[src/rtl/ifu_fetch_if.sv]
// Fetch-stage bundle: instruction-memory request/response channel, decode-side
// instruction channel, next-address feedback and redirect.
interface ifu_fetch_if #(
    parameter int XLEN = 64
);
    // valid/ready: a transfer happens on a rising edge where both are 1; once
    // valid rises, the sender holds valid and its payload until that edge,
    // except when a redirect flushes the fetch stage.
    logic            imem_req_valid;
    logic            imem_req_ready;
    logic [XLEN-1:0] imem_req_addr;
    logic            imem_rsp_valid;
    logic [31:0]     imem_rsp_data;
    logic            imem_rsp_err;

    logic            inst_valid;
    logic            inst_ready;
    logic [31:0]     inst;
    logic [XLEN-1:0] inst_pc;
    logic            inst_err;

    logic [XLEN-1:0] next_pc;
    logic            redir_valid;
    logic [XLEN-1:0] redir_pc;

    modport master (
        output imem_req_valid, imem_req_addr,
        input  imem_req_ready,
        input  imem_rsp_valid, imem_rsp_data, imem_rsp_err,
        output inst_valid, inst, inst_pc, inst_err,
        input  inst_ready,
        input  next_pc,
        input  redir_valid, redir_pc
    );

    modport slave (
        input  imem_req_valid, imem_req_addr,
        output imem_req_ready,
        output imem_rsp_valid, imem_rsp_data, imem_rsp_err,
        input  inst_valid, inst, inst_pc, inst_err,
        output inst_ready,
        output next_pc,
        output redir_valid, redir_pc
    );
endinterface

[src/rtl/ifu_fetch.sv]
// Instruction-fetch stage: owns the PC, issues one memory read per PC, holds the
// fetched word for decode, and flushes on redirect.
module ifu_fetch #(
    parameter int              XLEN     = 64,
    parameter logic [XLEN-1:0] RESET_PC = 64'h8000_0000
) (
    input  logic        clk,
    input  logic        rst_n,
    ifu_fetch_if.master bus,
    output logic [1:0]  state_o,
    output logic        drop_o
);
    typedef enum logic [1:0] {
        S_IDLE = 2'd0,
        S_REQ  = 2'd1,
        S_WAIT = 2'd2,
        S_HOLD = 2'd3
    } state_e;

    state_e          state_q, state_d;
    logic [XLEN-1:0] pc_q, pc_d;
    logic [31:0]     inst_q, inst_d;
    logic            err_q, err_d;
    logic            drop_q, drop_d;
    logic            aligned;

    assign aligned = (pc_q[1:0] == 2'b00);

    always_ff @(posedge clk or negedge rst_n) begin
        if (!rst_n) begin
            state_q <= S_IDLE;
            pc_q    <= RESET_PC;
            inst_q  <= 32'h0;
            err_q   <= 1'b0;
            drop_q  <= 1'b0;
        end else begin
            state_q <= state_d;
            pc_q    <= pc_d;
            inst_q  <= inst_d;
            err_q   <= err_d;
            drop_q  <= drop_d;
        end
    end

    always_comb begin
        state_d = state_q;
        pc_d    = pc_q;
        inst_d  = inst_q;
        err_d   = err_q;
        drop_d  = drop_q;

        unique case (state_q)
            S_IDLE: begin
                if (bus.redir_valid) pc_d = bus.redir_pc;
                state_d = S_REQ;
            end

            S_REQ: begin
                if (bus.redir_valid) begin
                    pc_d = bus.redir_pc;
                    // A request accepted this edge still owes a response; eat it.
                    if (aligned && bus.imem_req_ready) begin
                        state_d = S_WAIT;
                        drop_d  = 1'b1;
                    end
                end else if (!aligned) begin
                    inst_d  = 32'h0;
                    err_d   = 1'b1;
                    state_d = S_HOLD;
                end else if (bus.imem_req_ready) begin
                    state_d = S_WAIT;
                end
            end

            S_WAIT: begin
                if (bus.redir_valid) begin
                    pc_d = bus.redir_pc;
                    if (bus.imem_rsp_valid) begin
                        drop_d  = 1'b0;
                        state_d = S_REQ;
                    end else begin
                        drop_d  = 1'b1;
                    end
                end else if (bus.imem_rsp_valid) begin
                    if (drop_q) begin
                        drop_d  = 1'b0;
                        state_d = S_REQ;
                    end else begin
                        inst_d  = bus.imem_rsp_err ? 32'h0 : bus.imem_rsp_data;
                        err_d   = bus.imem_rsp_err;
                        state_d = S_HOLD;
                    end
                end
            end

            S_HOLD: begin
                if (bus.redir_valid) begin
                    pc_d    = bus.redir_pc;
                    state_d = S_REQ;
                end else if (bus.inst_ready) begin
                    pc_d    = bus.next_pc;
                    state_d = S_REQ;
                end
            end

            default: state_d = S_IDLE;
        endcase
    end

    assign bus.imem_req_valid = (state_q == S_REQ) && aligned;
    assign bus.imem_req_addr  = pc_q;
    assign bus.inst_valid     = (state_q == S_HOLD);
    assign bus.inst           = inst_q;
    assign bus.inst_pc        = pc_q;
    assign bus.inst_err       = err_q;

    assign state_o = state_q;
    assign drop_o  = drop_q;
endmodule

[src/flat_wrapper.sv]
// flat-port wrapper written by rule: the top's interface ports become plain ports
module ifu_fetch_flat 
#(
    parameter int              XLEN     = 64,
    parameter logic [XLEN-1:0] RESET_PC = 64'h8000_0000
)
  (clk, rst_n, state_o, drop_o, bus_imem_req_valid, bus_imem_req_addr, bus_imem_req_ready, bus_imem_rsp_valid, bus_imem_rsp_data, bus_imem_rsp_err, bus_inst_valid, bus_inst, bus_inst_pc, bus_inst_err, bus_inst_ready, bus_next_pc, bus_redir_valid, bus_redir_pc);
  ifu_fetch_if #(.XLEN(XLEN)) bus_i ();
  input  logic clk;
  input  logic rst_n;
  output logic [1:0] state_o;
  output logic drop_o;
  output wire logic [$bits(bus_i.imem_req_valid)-1:0] bus_imem_req_valid;
  output wire logic [$bits(bus_i.imem_req_addr)-1:0] bus_imem_req_addr;
  input wire logic [$bits(bus_i.imem_req_ready)-1:0] bus_imem_req_ready;
  input wire logic [$bits(bus_i.imem_rsp_valid)-1:0] bus_imem_rsp_valid;
  input wire logic [$bits(bus_i.imem_rsp_data)-1:0] bus_imem_rsp_data;
  input wire logic [$bits(bus_i.imem_rsp_err)-1:0] bus_imem_rsp_err;
  output wire logic [$bits(bus_i.inst_valid)-1:0] bus_inst_valid;
  output wire logic [$bits(bus_i.inst)-1:0] bus_inst;
  output wire logic [$bits(bus_i.inst_pc)-1:0] bus_inst_pc;
  output wire logic [$bits(bus_i.inst_err)-1:0] bus_inst_err;
  input wire logic [$bits(bus_i.inst_ready)-1:0] bus_inst_ready;
  input wire logic [$bits(bus_i.next_pc)-1:0] bus_next_pc;
  input wire logic [$bits(bus_i.redir_valid)-1:0] bus_redir_valid;
  input wire logic [$bits(bus_i.redir_pc)-1:0] bus_redir_pc;
  assign bus_imem_req_valid = bus_i.imem_req_valid;
  assign bus_imem_req_addr = bus_i.imem_req_addr;
  assign bus_i.imem_req_ready = bus_imem_req_ready;
  assign bus_i.imem_rsp_valid = bus_imem_rsp_valid;
  assign bus_i.imem_rsp_data = bus_imem_rsp_data;
  assign bus_i.imem_rsp_err = bus_imem_rsp_err;
  assign bus_inst_valid = bus_i.inst_valid;
  assign bus_inst = bus_i.inst;
  assign bus_inst_pc = bus_i.inst_pc;
  assign bus_inst_err = bus_i.inst_err;
  assign bus_i.inst_ready = bus_inst_ready;
  assign bus_i.next_pc = bus_next_pc;
  assign bus_i.redir_valid = bus_redir_valid;
  assign bus_i.redir_pc = bus_redir_pc;
  ifu_fetch #(.XLEN(XLEN), .RESET_PC(RESET_PC)) u_core (.clk(clk), .rst_n(rst_n), .bus(bus_i), .state_o(state_o), .drop_o(drop_o));
endmodule
[config.mk]
export PLATFORM = sky130hd
export DESIGN_NAME = ifu_fetch_flat
export DESIGN_NICKNAME = d
export VERILOG_FILES = /design/src/rtl/ifu_fetch_if.sv /design/src/rtl/ifu_fetch.sv /design/src/flat_wrapper.sv
export SDC_FILE = /design/constraint.sdc
export NUM_CORES = 1
export LEC_CHECK = 0
export ABC_AREA = 1
export BUFFER_PORTS_ARGS = -buffer_cell sky130_fd_sc_hd__buf_2
export CORE_ASPECT_RATIO = 0.7
export CORE_MARGIN = 2
export CORE_UTILIZATION = 30
export CTS_CLUSTER_SIZE = 14
export DETAILED_ROUTE_END_ITERATION = 16
export PLACE_DENSITY_LB_ADDON = 0.3
export SETUP_SLACK_MARGIN = 0.2
export SLEW_MARGIN = 10
export SYNTH_ARGS = -nofsm -noshare
export SYNTH_HDL_FRONTEND = slang
export SYNTH_SLANG_ARGS = --single-unit
[constraint.sdc]
create_clock -name clk -period 2.95 [get_ports clk]
set_input_delay 0 -clock clk [delete_from_list [all_inputs] [get_ports clk]]
set_output_delay 0 -clock clk [all_outputs]
set_load 0.1 [all_outputs]
-- Yosys cells after proc, flatten, opt, wreduce, memory -nomap -nowiden
Cells that the tools add are included.
- output and inout port bits: 166
- RAM bits: 0
- memories: 0
- bits in registers: 100
- word-level logic and storage cells: 64
- latch bits: 0
- ROM bits: 0
- div/mod/pow operators: 0
- order comparisons: 0
- bitwise logic cells: 0
- equality and inequality tests: 15
- shifts and indexed selects: 0
- $add $sub $neg: 0
- multiplexer cells: 34
- multiply operators: 0
- reduce and logical (&&, ||, !) cells: 10
- operator list (operator ; count):
    two-way mux 32 bit ; 6
    two-way mux 64 bit ; 3
    one-hot mux 64 bit (2 select lines) ; 1
    one-hot mux 32 bit (2 select lines) ; 1
    two-way mux 2 bit ; 10
    != test 2 bit (second input constant) ; 6
    two-way mux 1 bit ; 10
    one-hot mux 2 bit (4 select lines) ; 1
    AND reduction 4 bit ; 2
    AND reduction 6 bit ; 1
    == test 2 bit (second input constant) ; 2
    logical NOT 2 bit ; 2
    != test 2 x 1 -> 1 bit (second input constant) ; 2
    != test 4 bit (second input constant) ; 1
    one-hot mux 1 bit (2 select lines) ; 2
    != test 3 x 1 -> 1 bit (second input constant) ; 1
    != test 3 x 2 -> 1 bit (second input constant) ; 1
    != test 3 bit (second input constant) ; 1
    OR reduction 3 bit ; 1
    == test 2 x 1 -> 1 bit (second input constant) ; 1
    logical AND 1 bit ; 2
    AND reduction 2 bit ; 1
    nonzero test 2 bit ; 1

-- Logic depth before layout (Yosys ltp)
Gate-level depths: netlist of the first run.
- depth in word-level cells: 5
- depth in mapped cells: 9
- depth with buffers taken out: 8

-- Worst setup path before layout of the first run
Ideal clock, no wire load.
- kind: register -> register
- from: register u_core.state_q[1], in the netlist u_core.state_o[1]
- to: register u_core.pc_q[20], in the netlist u_core.bus.imem_req_addr[20]
- slack: 0.056 ns
- library setup time: 0.127 ns
- stages on the path, launching flop included: 9
- data required time: 2.823 ns
- arrival: 2.767 ns
- path buffers: 2
- path through: dfrtp_1 ha_1 inv_1 nor2_4 a21oi_2 buf_4 buf_6 nand2_1 o21ai_0
- elaborated cells between the ends (all ways): 9
- RTL lines (item ; RTL line ; source):
    start, declared ; ifu_fetch.sv:20 ; state_e state_q, state_d;
    start signal, assigned ; ifu_fetch.sv:37 ; state_q <= state_d;
    == test 2 bit (*) ; - ;
    net bus_inst_valid ; flat_wrapper.sv:19 ; output wire logic [$bits(bus_i.inst_valid)-1:0] bus_inst_valid;
    != test 3 x 1 -> 1 bit (no line) ; - ;
    AND reduction 2 bit (no line) ; - ;
    end signal, assigned ; ifu_fetch.sv:38 ; pc_q <= pc_d;
    end, declared ; ifu_fetch.sv:21 ; logic [XLEN-1:0] pc_q, pc_d;
Mark *: on every way through the listed nets, which the timed path passes. The rest lies on a longest branch.
A chain may end at the register's enable or synchronous reset.

-- Worst setup path in the final report of the first run
- from: register u_core.state_q[0], in the netlist u_core.state_o[0]
- to: register u_core.pc_q[30], in the netlist u_core.bus.imem_req_addr[30]
- word-level cells in the longest chain between the ends: 4
- elaborated cells between the ends (all ways): 9
- ends and longest elaborated chain (item ; RTL line ; source):
    == test 2 bit (tied with other cells) ; ifu_fetch.sv:52 ; unique case (state_q)
    OR reduction 3 bit (no line) ; - ;
    != test 2 x 1 -> 1 bit (no line) ; - ;
    AND reduction 2 bit (no line) ; - ;
Several ways; a longest one is shown, not always the timed one.

==> flow_summary_export.csv, run 1 <==
group,metric,value,unit
floorplanning,coreArea,0.0189,sq mm
yosys,ys_seq_area_frac,0.435,
sta,finalHoldViolCount,0,
sta,final.setup_skew,14.2,ps
global_routing,antenna_found_initial,1,
route,post_drt_wl_per_cell,12.6,um
clock_network,cts-htree-levels,3,
sta,finalSetupTns,0,ps
setup_path,path_cells,"ha_2, inv_1, nor2_4, inv_4, buf_4, nand2_1, nand2_1, dlygate4sd3_1, nand2_1, o21ai_1",
setup_path,crit_start,"u_core.state_o[0]",
clock_network,cts_sinks,100,
placement,dpl.hpwl,12300,um
route,drc,0,
floorplanning,die_x,169,um
flow_run,drv_cap,0,
route,met3_length,1140,um
yosys,synth_warnings,0,
status,outcome,"completed",
placement,io_buffer_count,332,
yosys,synth_seq_cells,100,
route,route.vias.total,6216,
sta,max_slew_margin,0.559,
setup_path,required,3180,ps
setup_path,r2r_start,"u_core.state_o[0]",
floorplanning,placementRows,42,
clock_network,clk_pin_slew,80,ps
floorplanning,start_util,0.305,
clock_network,cts_tree,"done",
clock_network,cts_max_path_buffers,2,
route,wl_met1,7870,um
final_layout,nets,1391,
route,ant_nets,0,
clock_network,cts_setup_buffers,0,
route,wl_met2,9280,um
route,viasPerCell,4.24,
setup_path,startpoint_type,"flop",
final_layout,instances_no_fill,1466,
global_routing,grt_pass1_wl,29200,um
final_layout,syn2layout_area_growth,56.3,%
setup_path,cp_common_cell,"nand2_1",
route,finalWirelength,18500,um
global_routing,gr-total-overflow,0,
sta,rsz0062_at_grt,"no",
setup_path,endpoint_kind,"flop",
min_path,hold_start,"bus_redir_pc[33]",
setup_path,crit_arrival,2720,ps
placement,place_inst,1288,
floorplanning,die_area,0.0203,sq mm
sta,setup_ws,469,ps
global_routing,grtUsageTotal,0.181,
floorplanning,fp.dieH,120,um
final_layout,final_layout_size_suffix_gt1_frac,0.301,
clock_network,root_buffer,"clkbuf_16",
sta,finalSetupViolCount,0,
sta,slew_viol_final,0,
sta,period_share,0.841,
setup_path,worstSetupPathType,"reg2reg",
yosys,syn_nets,979,
global_routing,grt_start_max_net_pins,101,
clock_network,clk_latency,350,ps
min_path,hp-class,"in2reg",
route,drt_iter0_drc,363,
route,firstDrtPassIters,6,
placement,place_congestion,0.753,
setup_path,max_stage_delay,550,ps
yosys,synthCells,806,
floorplanning,pin_count,333,
setup_path,crit_fanout,23,
yosys,synth_area,0.00575,sq mm
clock_network,cts_buffers,9,
route,top_layer,"met4",
yosys,synth_cell_types,20,
setup_path,r2r_slack,470,ps
global_routing,grt_pass1_vias,5997,
setup_path,critical-path-slowest-cell,"dlygate4sd3_1",
sta,fin_crit,2480,ps
yosys,syn_avg_cell_area,7.13,sq um
sta,worst_pin_slew,660,ps
sta,fmax,403,MHz
placement,pre_cts_ws,935,ps
[per-layer routing]
| layer | up-vias | track usage |
|---|---|---|
| li1 | 3170 | - |
| met1 | 2801 | 0.217 |
| met2 | 229 | 0.331 |
| met3 | 16 | 0.0369 |
| met4 | 0 | 0.0475 |
| met5 | - | 0 |
[kinds of logic after synthesis]
kind of cell / Yosys count / synth area share
AND/OR/NAND/NOR: 420 / 0.286
adder cells (fa/ha/maj): 6 / 0.0131
flip-flops: 100 / 0.435
AO/OA/AOI/OAI: 71 / 0.0631
buffers and inverters: 209 / 0.203
[sequential cells by signal, indices dropped and copies added (netlist names)]
register,flops
u_core.drop_o,1
u_core.bus.inst,32
u_core.bus.imem_req_addr,64
u_core.bus.inst_err,1
u_core.state_o,2
[cell usage in the layout, fill, tap and decap left out, drive strengths merged]
cell type	netlist	layout
diode	0	1
inv	106	109
clkinvlp	0	1
clkbuf	6	9
nand2	342	342
dfstp	1	1
nor2	39	39
nand3	39	39
ha	6	6
a21oi	3	3
o21ai	68	68
dlygate4sd3	0	161
clkinv	0	3
dfrtp	99	99
buf	97	343
[repair_timing]
action                                 CTS  global route
setup endpoints to repair                0            10
endpoints found under the hold margin  197             0
resized for setup                        0             2
hold buffers                           161             0
[per-stage QoR]
step,area [sq um],hold WS [ps],utilization
after floorplan,5750,-296,-
after global placement,7080,111,0.375
after detailed placement,7080,110,0.375
after CTS,8980,1.86,0.476
after global routing,8990,27.7,0.476
final,8990,9.06,0.476
[area by class of cell]
type	count	area, sq um
repair buffers	504	3400
clock inverters	7	67.6
multi-input cells	497	2090
flip-flops and latches	100	2500
fillers	1885	9880
well taps	242	303
inverters	106	400
diodes	1	2.50
clock buffers	9	225
[cells in the mapped netlist]
cell	instances	area share
nand3_1	39	0.034
dfstp_2	1	0.0046
nor2_1	37	0.024
buf_2	10	0.0087
nand2_2	1	0.0011
o21ai_1	55	0.048
a21oi_1	2	0.0017
buf_4	74	0.097
clkbuf_1	6	0.0039
o21ai_2	1	0.0015
inv_2	2	0.0013
nor2_4	2	0.0039
a21oi_2	1	0.0015
dfrtp_1	99	0.43
buf_6	12	0.024
nand2_1	341	0.22
inv_1	104	0.068
buf_1	1	0.00065
o21ai_0	12	0.010
ha_1	6	0.013
[critical path, delay by kind of cell, from the launching register on]
kind / cells / cell delay, ps
fa+ha+maj: 1 / 220
flops: 1 / 460
compound gates: 1 / 60
buf+inv: 4 / 1070
simple gates: 4 / 540
[path summary, 6_finish.rpt]
check,end,cells past startpoint
setup / recovery,u_core.bus.imem_req_addr[30],10
hold / removal,u_core.bus.imem_req_addr[33],5
setup reg to reg,u_core.bus.imem_req_addr[30],10
hold reg to reg,u_core.bus.inst[21],2
max in group asynchronous,u_core.bus.imem_req_addr[1],3
min in group asynchronous,u_core.bus.imem_req_addr[24],3
Power of run 1 is left out: the tool's default activity adds up to more than one toggle a clock period on the data nets, which glitch-free logic cannot reach.
==> run 2: changes to the inputs <==
Clock period 2.95 ns to 2.1 ns, I/O delays scaled along.
==> run 2 against run 1 <==
Global-route usage increased by 0.30 points. Final cell count increased by 0.14%. Non-clock buffer count increased by 2. Critical path depth decreased by 4. Critical path type is now reg2out. Critical endpoint is now bus_imem_req_valid. Count of clock-buffer cells in the layout unchanged. Clock skew decreased by 5.7 ps.
==> flow_summary_export.csv, run 2 (same netlist as run 1, synthesis figures left out) <==
group,metric,value,unit
floorplanning,fp.dieH,120,um
route,firstDrtPassIters,4,
power,leakage,0.00533,uW
route,finalWirelength,18900,um
setup_path,worstSetupPathType,"reg2out",
global_routing,grt_pass1_wl,29700,um
route,wl_met1,8290,um
final_layout,largest_reg_flops,64,
floorplanning,die_x,169,um
clock_network,cts-htree-levels,3,
sta,slew_viol_final,0,
global_routing,antenna_found_initial,1,
placement,place_congestion,0.805,
setup_path,r2r_slack,310,ps
route,met3_length,1150,um
final_layout,final_common_cell,"nand2_1",
floorplanning,placementRows,42,
floorplanning,start_util,0.305,
final_layout,fin_area,0.00911,sq mm
global_routing,grtUsageTotal,0.184,
placement,placed_area,0.00716,sq mm
sta,fmax,556,MHz
route,wl_met2,9210,um
route,ant_nets,0,
sta,rsz0062_at_grt,"no",
global_routing,grt_pass1_vias,6092,
floorplanning,coreArea,0.0189,sq mm
route,post_drt_wl_per_cell,12.9,um
route,drt_iter0_drc,340,
final_layout,syn2layout_area_growth,58.5,%
sta,fin_crit,1800,ps
sta,period_share,0.857,
final_layout,nets,1393,
sta,finalSetupTns,0,ps
setup_path,worstPathBufferInverterCount,4,
clock_network,clk_pin_slew,80,ps
route,top_layer,"met4",
final_layout,final_layout_size_suffix_gt1_frac,0.308,
setup_path,cp_common_cell,"buf_12",
sta,max_slew_margin,0.656,
setup_path,startpoint_type,"flop",
route,route.vias.total,6166,
setup_path,crit_arrival,1800,ps
floorplanning,pin_count,333,
sta,finalSetupViolCount,0,
power,power.density,1680,mW/mm^2
clock_network,cts_tree,"done",
global_routing,gr-total-overflow,0,
min_path,hp-class,"in2reg",
route,drc,0,
power,vdd_drop_max,1.32,mV
final_layout,mostFrequentLayoutCells,"nand2_1, buf_2, dlygate4sd3_1, inv_1, dfrtp_1",
sta,finalHoldViolCount,0,
floorplanning,die_area,0.0203,sq mm
flow_run,drv_cap,0,
status,outcome,"completed",
setup_path,cp_top_family,"flip-flops",
global_routing,grt_start_max_net_pins,81,
clock_network,cts_sinks,100,
route,viasPerCell,4.20,
clock_network,cts_max_path_buffers,2,
clock_network,root_buffer,"clkbuf_16",
power,total_power,15300,uW
placement,io_buffer_count,332,
sta,final.setup_skew,8.45,ps
setup_path,path_cells,"inv_1, ha_2, nand2_4, buf_12, clkinvlp_4, buf_12",
setup_path,required,2100,ps
setup_path,crit_fanout,27,
clock_network,clk_latency,350,ps
placement,dpl.hpwl,12600,um
setup_path,critical-path-slowest-cell,"dfrtp_4",
clock_network,cts_buffers,9,
sta,worst_pin_slew,520,ps
setup_path,max_stage_delay,530,ps
setup_path,endpoint_kind,"output port",
run 2: cell types whose count changed in the layout (fill, tap and decap cells not counted), sizes merged:
cell	before	now
bufinv	0	1
buf	343	345
inv	109	108
run 2: cell type report:
cell class,instances,area (sq um)
Timing Repair Buffer,506,3460
Tap cell,242,303
Clock inverter,7,93.8
Sequential cell,100,2510
Clock buffer,9,225
Inverter,106,402
Antenna cell,1,2.50
Fill cell,1828,9750
Multi-Input combinational cell,497,2110
run 2: worst reg2reg max path, delay by kind of cell (launching register included):
family                     cells  cell delay, ps
buffers and inverters          2             270
DFF                            1             530
AOI/OAI and AO/OA              1             120
and+or+nand+nor                4             510
adders and majority gates      1             260
run 2: worst paths after layout:
kind / endpoint / startpoint / depth (start not counted)
hold reg to reg: u_core.bus.inst[17] / u_core.bus.inst[17] / 2
setup reg to reg: u_core.bus.inst[6] / u_core.state_o[1] / 8
hold / removal: u_core.bus.inst[30] / bus_imem_rsp_data[30] / 5
setup / recovery: bus_imem_req_valid / u_core.state_o[1] / 6
max in group asynchronous: u_core.bus.imem_req_addr[0] / rst_n / 3
min in group asynchronous: u_core.bus.imem_req_addr[23] / rst_n / 2
run 2: stage by stage:
| stage | setup WS, ps | std cells | hold slack, ps | util |
|---|---|---|---|---|
| final | 301 | 1468 | 11.8 | 0.483 |
| after CTS | 232 | 1467 | 0.411 | 0.483 |
| after floorplan | 222 | 806 | -296 | - |
| after global placement | 332 | 1290 | -38.2 | 0.379 |
| after detailed placement | 308 | 1290 | -38.1 | 0.379 |
| after global routing | 203 | 1468 | 29.5 | 0.483 |
run 2: timing repair:
| item | CTS | global route |
|---|---|---|
| hold buffers | 161 | 0 |
| hold endpoints to repair | 170 | 0 |
| setup endpoints to repair | 1 | 1 |
| resized for setup | 5 | 1 |
| setup buffers | 0 | 0 |
run 2: routing by layer:
layer | track usage | up-vias
met2 | 0.324 | 245
met1 | 0.227 | 2728
met4 | 0.0491 | 0
met3 | 0.0429 | 27
met5 | 0 | -
li1 | - | 3166
run 2: where the power goes:
part           switching (uW)  total, uW  internal (uW)
registers                 475       2970           2490
logic                    8970      10600           1590
clock network             806       1770            960
Note: power is estimated with default switching activity, not from simulation.
==> run 3: changes to the inputs <==
Settings changed: PLACE_DENSITY_LB_ADDON 0.3 to not set.
==> run 3 against run 2 <==
Flip-flop and latch count did not move. Register-to-register slack improved by 60 ps. Utilization about the same. Critical path type unchanged. Count of clock-buffer cells in the layout did not move. Largest power group unchanged. Largest cell class unchanged. First-iteration DRC count up 9.4%. Clock skew rose by 2.2 ps. Clock power decreased by 5%.
==> flow_summary_export.csv, run 3 (same netlist as run 1, synthesis figures left out) <==
group,metric,value,unit
clock_network,cts_tree,"done",
global_routing,antenna_found_initial,1,
sta,rsz0062_at_grt,"no",
setup_path,critical-path-slowest-cell,"dfrtp_4",
placement,place_congestion,0.815,
route,drc,0,
global_routing,grt_start_max_net_pins,60,
floorplanning,die_area,0.0203,sq mm
route,wl_met1,8500,um
global_routing,grtUsageTotal,0.191,
final_layout,largest_reg_flops,64,
clock_network,cts_sinks,100,
global_routing,grt_pass1_wl,30700,um
flow_run,drv_cap,0,
floorplanning,placementRows,42,
clock_network,cts_setup_buffers,0,
floorplanning,die_x,169,um
setup_path,crit_fanout,11,
placement,io_buffer_count,332,
sta,finalSetupViolCount,0,
route,viasPerCell,4.27,
setup_path,max_stage_delay,520,ps
min_path,hold_start,"bus_imem_rsp_valid",
setup_path,worstPathBufferInverterCount,4,
sta,fmax,551,MHz
setup_path,reg2regPathDepth,7,
setup_path,cp_top_family,"buffers and inverters",
setup_path,endpoint_kind,"output port",
final_layout,final_layout_size_suffix_gt1_frac,0.311,
floorplanning,fp.dieH,120,um
sta,slew_viol_final,0,
route,wl_met2,9500,um
clock_network,cts_buffers,9,
setup_path,cp.depth,6,
route,finalWirelength,19600,um
final_layout,nets,1401,
placement,dpl.hpwl,13100,um
route,met3_length,1280,um
sta,max_slew_margin,0.627,
sta,finalSetupTns,0,ps
clock_network,cts-htree-levels,3,
sta,setup_ws,287,ps
power,leakage,0.00533,uW
route,top_layer,"met4",
sta,fin_crit,1810,ps
route,post_drt_wl_per_cell,13.3,um
power,vdd_drop_max,1.34,mV
route,firstDrtPassIters,7,
setup_path,startpoint_type,"flop",
final_layout,syn2layout_area_growth,58.7,%
setup_path,path_cells,"inv_1, ha_2, nand2_1, buf_4, clkinvlp_4, buf_12",
clock_network,clk_latency,360,ps
sta,finalHoldViolCount,0,
setup_path,crit_start,"u_core.state_o[1]",
sta,period_share,0.863,
final_layout,final_common_cell,"nand2_1",
floorplanning,start_util,0.305,
sta,worst_pin_slew,563,ps
setup_path,r2r_start,"u_core.state_o[0]",
status,outcome,"completed",
route,drt_iter0_drc,372,
setup_path,crit_arrival,1810,ps
global_routing,gr-total-overflow,0,
min_path,hp-class,"in2reg",
power,power.density,1670,mW/mm^2
floorplanning,pin_count,333,
sta,final.setup_skew,10.6,ps
global_routing,grt_pass1_vias,6145,
setup_path,worstSetupPathType,"reg2out",
final_layout,mostFrequentLayoutCells,"nand2_1, buf_2, dlygate4sd3_1, inv_1, dfrtp_1",
placement,pre_cts_ws,315,ps
route,ant_nets,0,
clock_network,root_buffer,"clkbuf_16",
setup_path,reg2reg_to,"u_core.bus.inst[16]",
clock_network,cts_max_path_buffers,2,
clock_network,clk_pin_slew,70,ps
setup_path,r2r_slack,370,ps
setup_path,crit_end,"bus_imem_req_valid",
setup_path,required,2100,ps
floorplanning,coreArea,0.0189,sq mm
route,route.vias.total,6297,
## run 3: area by class of cell
type | count | area [sq um]
multi-input cells | 497 | 2100
flip-flops and latches | 100 | 2510
repair buffers | 514 | 3510
clock inverters | 7 | 67.6
clock buffers | 9 | 225
well taps | 242 | 303
diodes | 1 | 2.50
fillers | 1858 | 9740
inverters | 106 | 402
## run 3: worst min-delay path by stage
stage                              endpoint  slack [ps]  cells after the start
6_report                      u_core.drop_o          30                      4
5_1_grt        u_core.bus.imem_req_addr[37]          20                      5
4_1_cts        u_core.bus.imem_req_addr[37]           4                      5
3_5_place_dp   u_core.bus.imem_req_addr[21]        -120                      1
3_3_place_gp   u_core.bus.imem_req_addr[23]        -120                      1
2_1_floorplan   u_core.bus.imem_req_addr[0]        -300                      0
## run 3: per-layer routing
layer	up-vias	track usage
met5	-	0
met4	0	0.0540
met3	24	0.0435
met2	263	0.335
met1	2810	0.236
li1	3200	-
## run 3: repair_timing
item | in CTS | in global routing
endpoints found under the hold margin | 196 | 0
endpoints found under the setup margin | 0 | 18
resized for setup | 0 | 3
hold buffers | 161 | 0
## run 3: worst reg2reg max path, cell delays in order (launching register included)
cell     delay (ps)
dfrtp_4         530
inv_1            90
ha_1            240
o21ai_1         140
nor2_4          140
buf_6           270
nand3_1         170
nand2_1          90
## run 3: metrics by stage
stage               cell area, sq um  cells  hold slack [ps]  total power (uW)  utilization
floorplan                       5780    806             -296             12200            -
global placement                7210   1298             -118             13300        0.382
detailed placement              7210   1298             -122             13300        0.382
CTS                             9110   1475             3.60             15300        0.483
global route                    9120   1476             23.5             15900        0.484
finish                          9120   1476             25.0             15200        0.484
## run 3: power by group
group	internal (uW)	leakage (uW)	total [uW]	switching, uW
clock network	839	0.000142	1680	841
logic	1590	0.00392	10600	8990
registers	2490	0.00126	2950	461
total	4920	0.00533	15200	10300
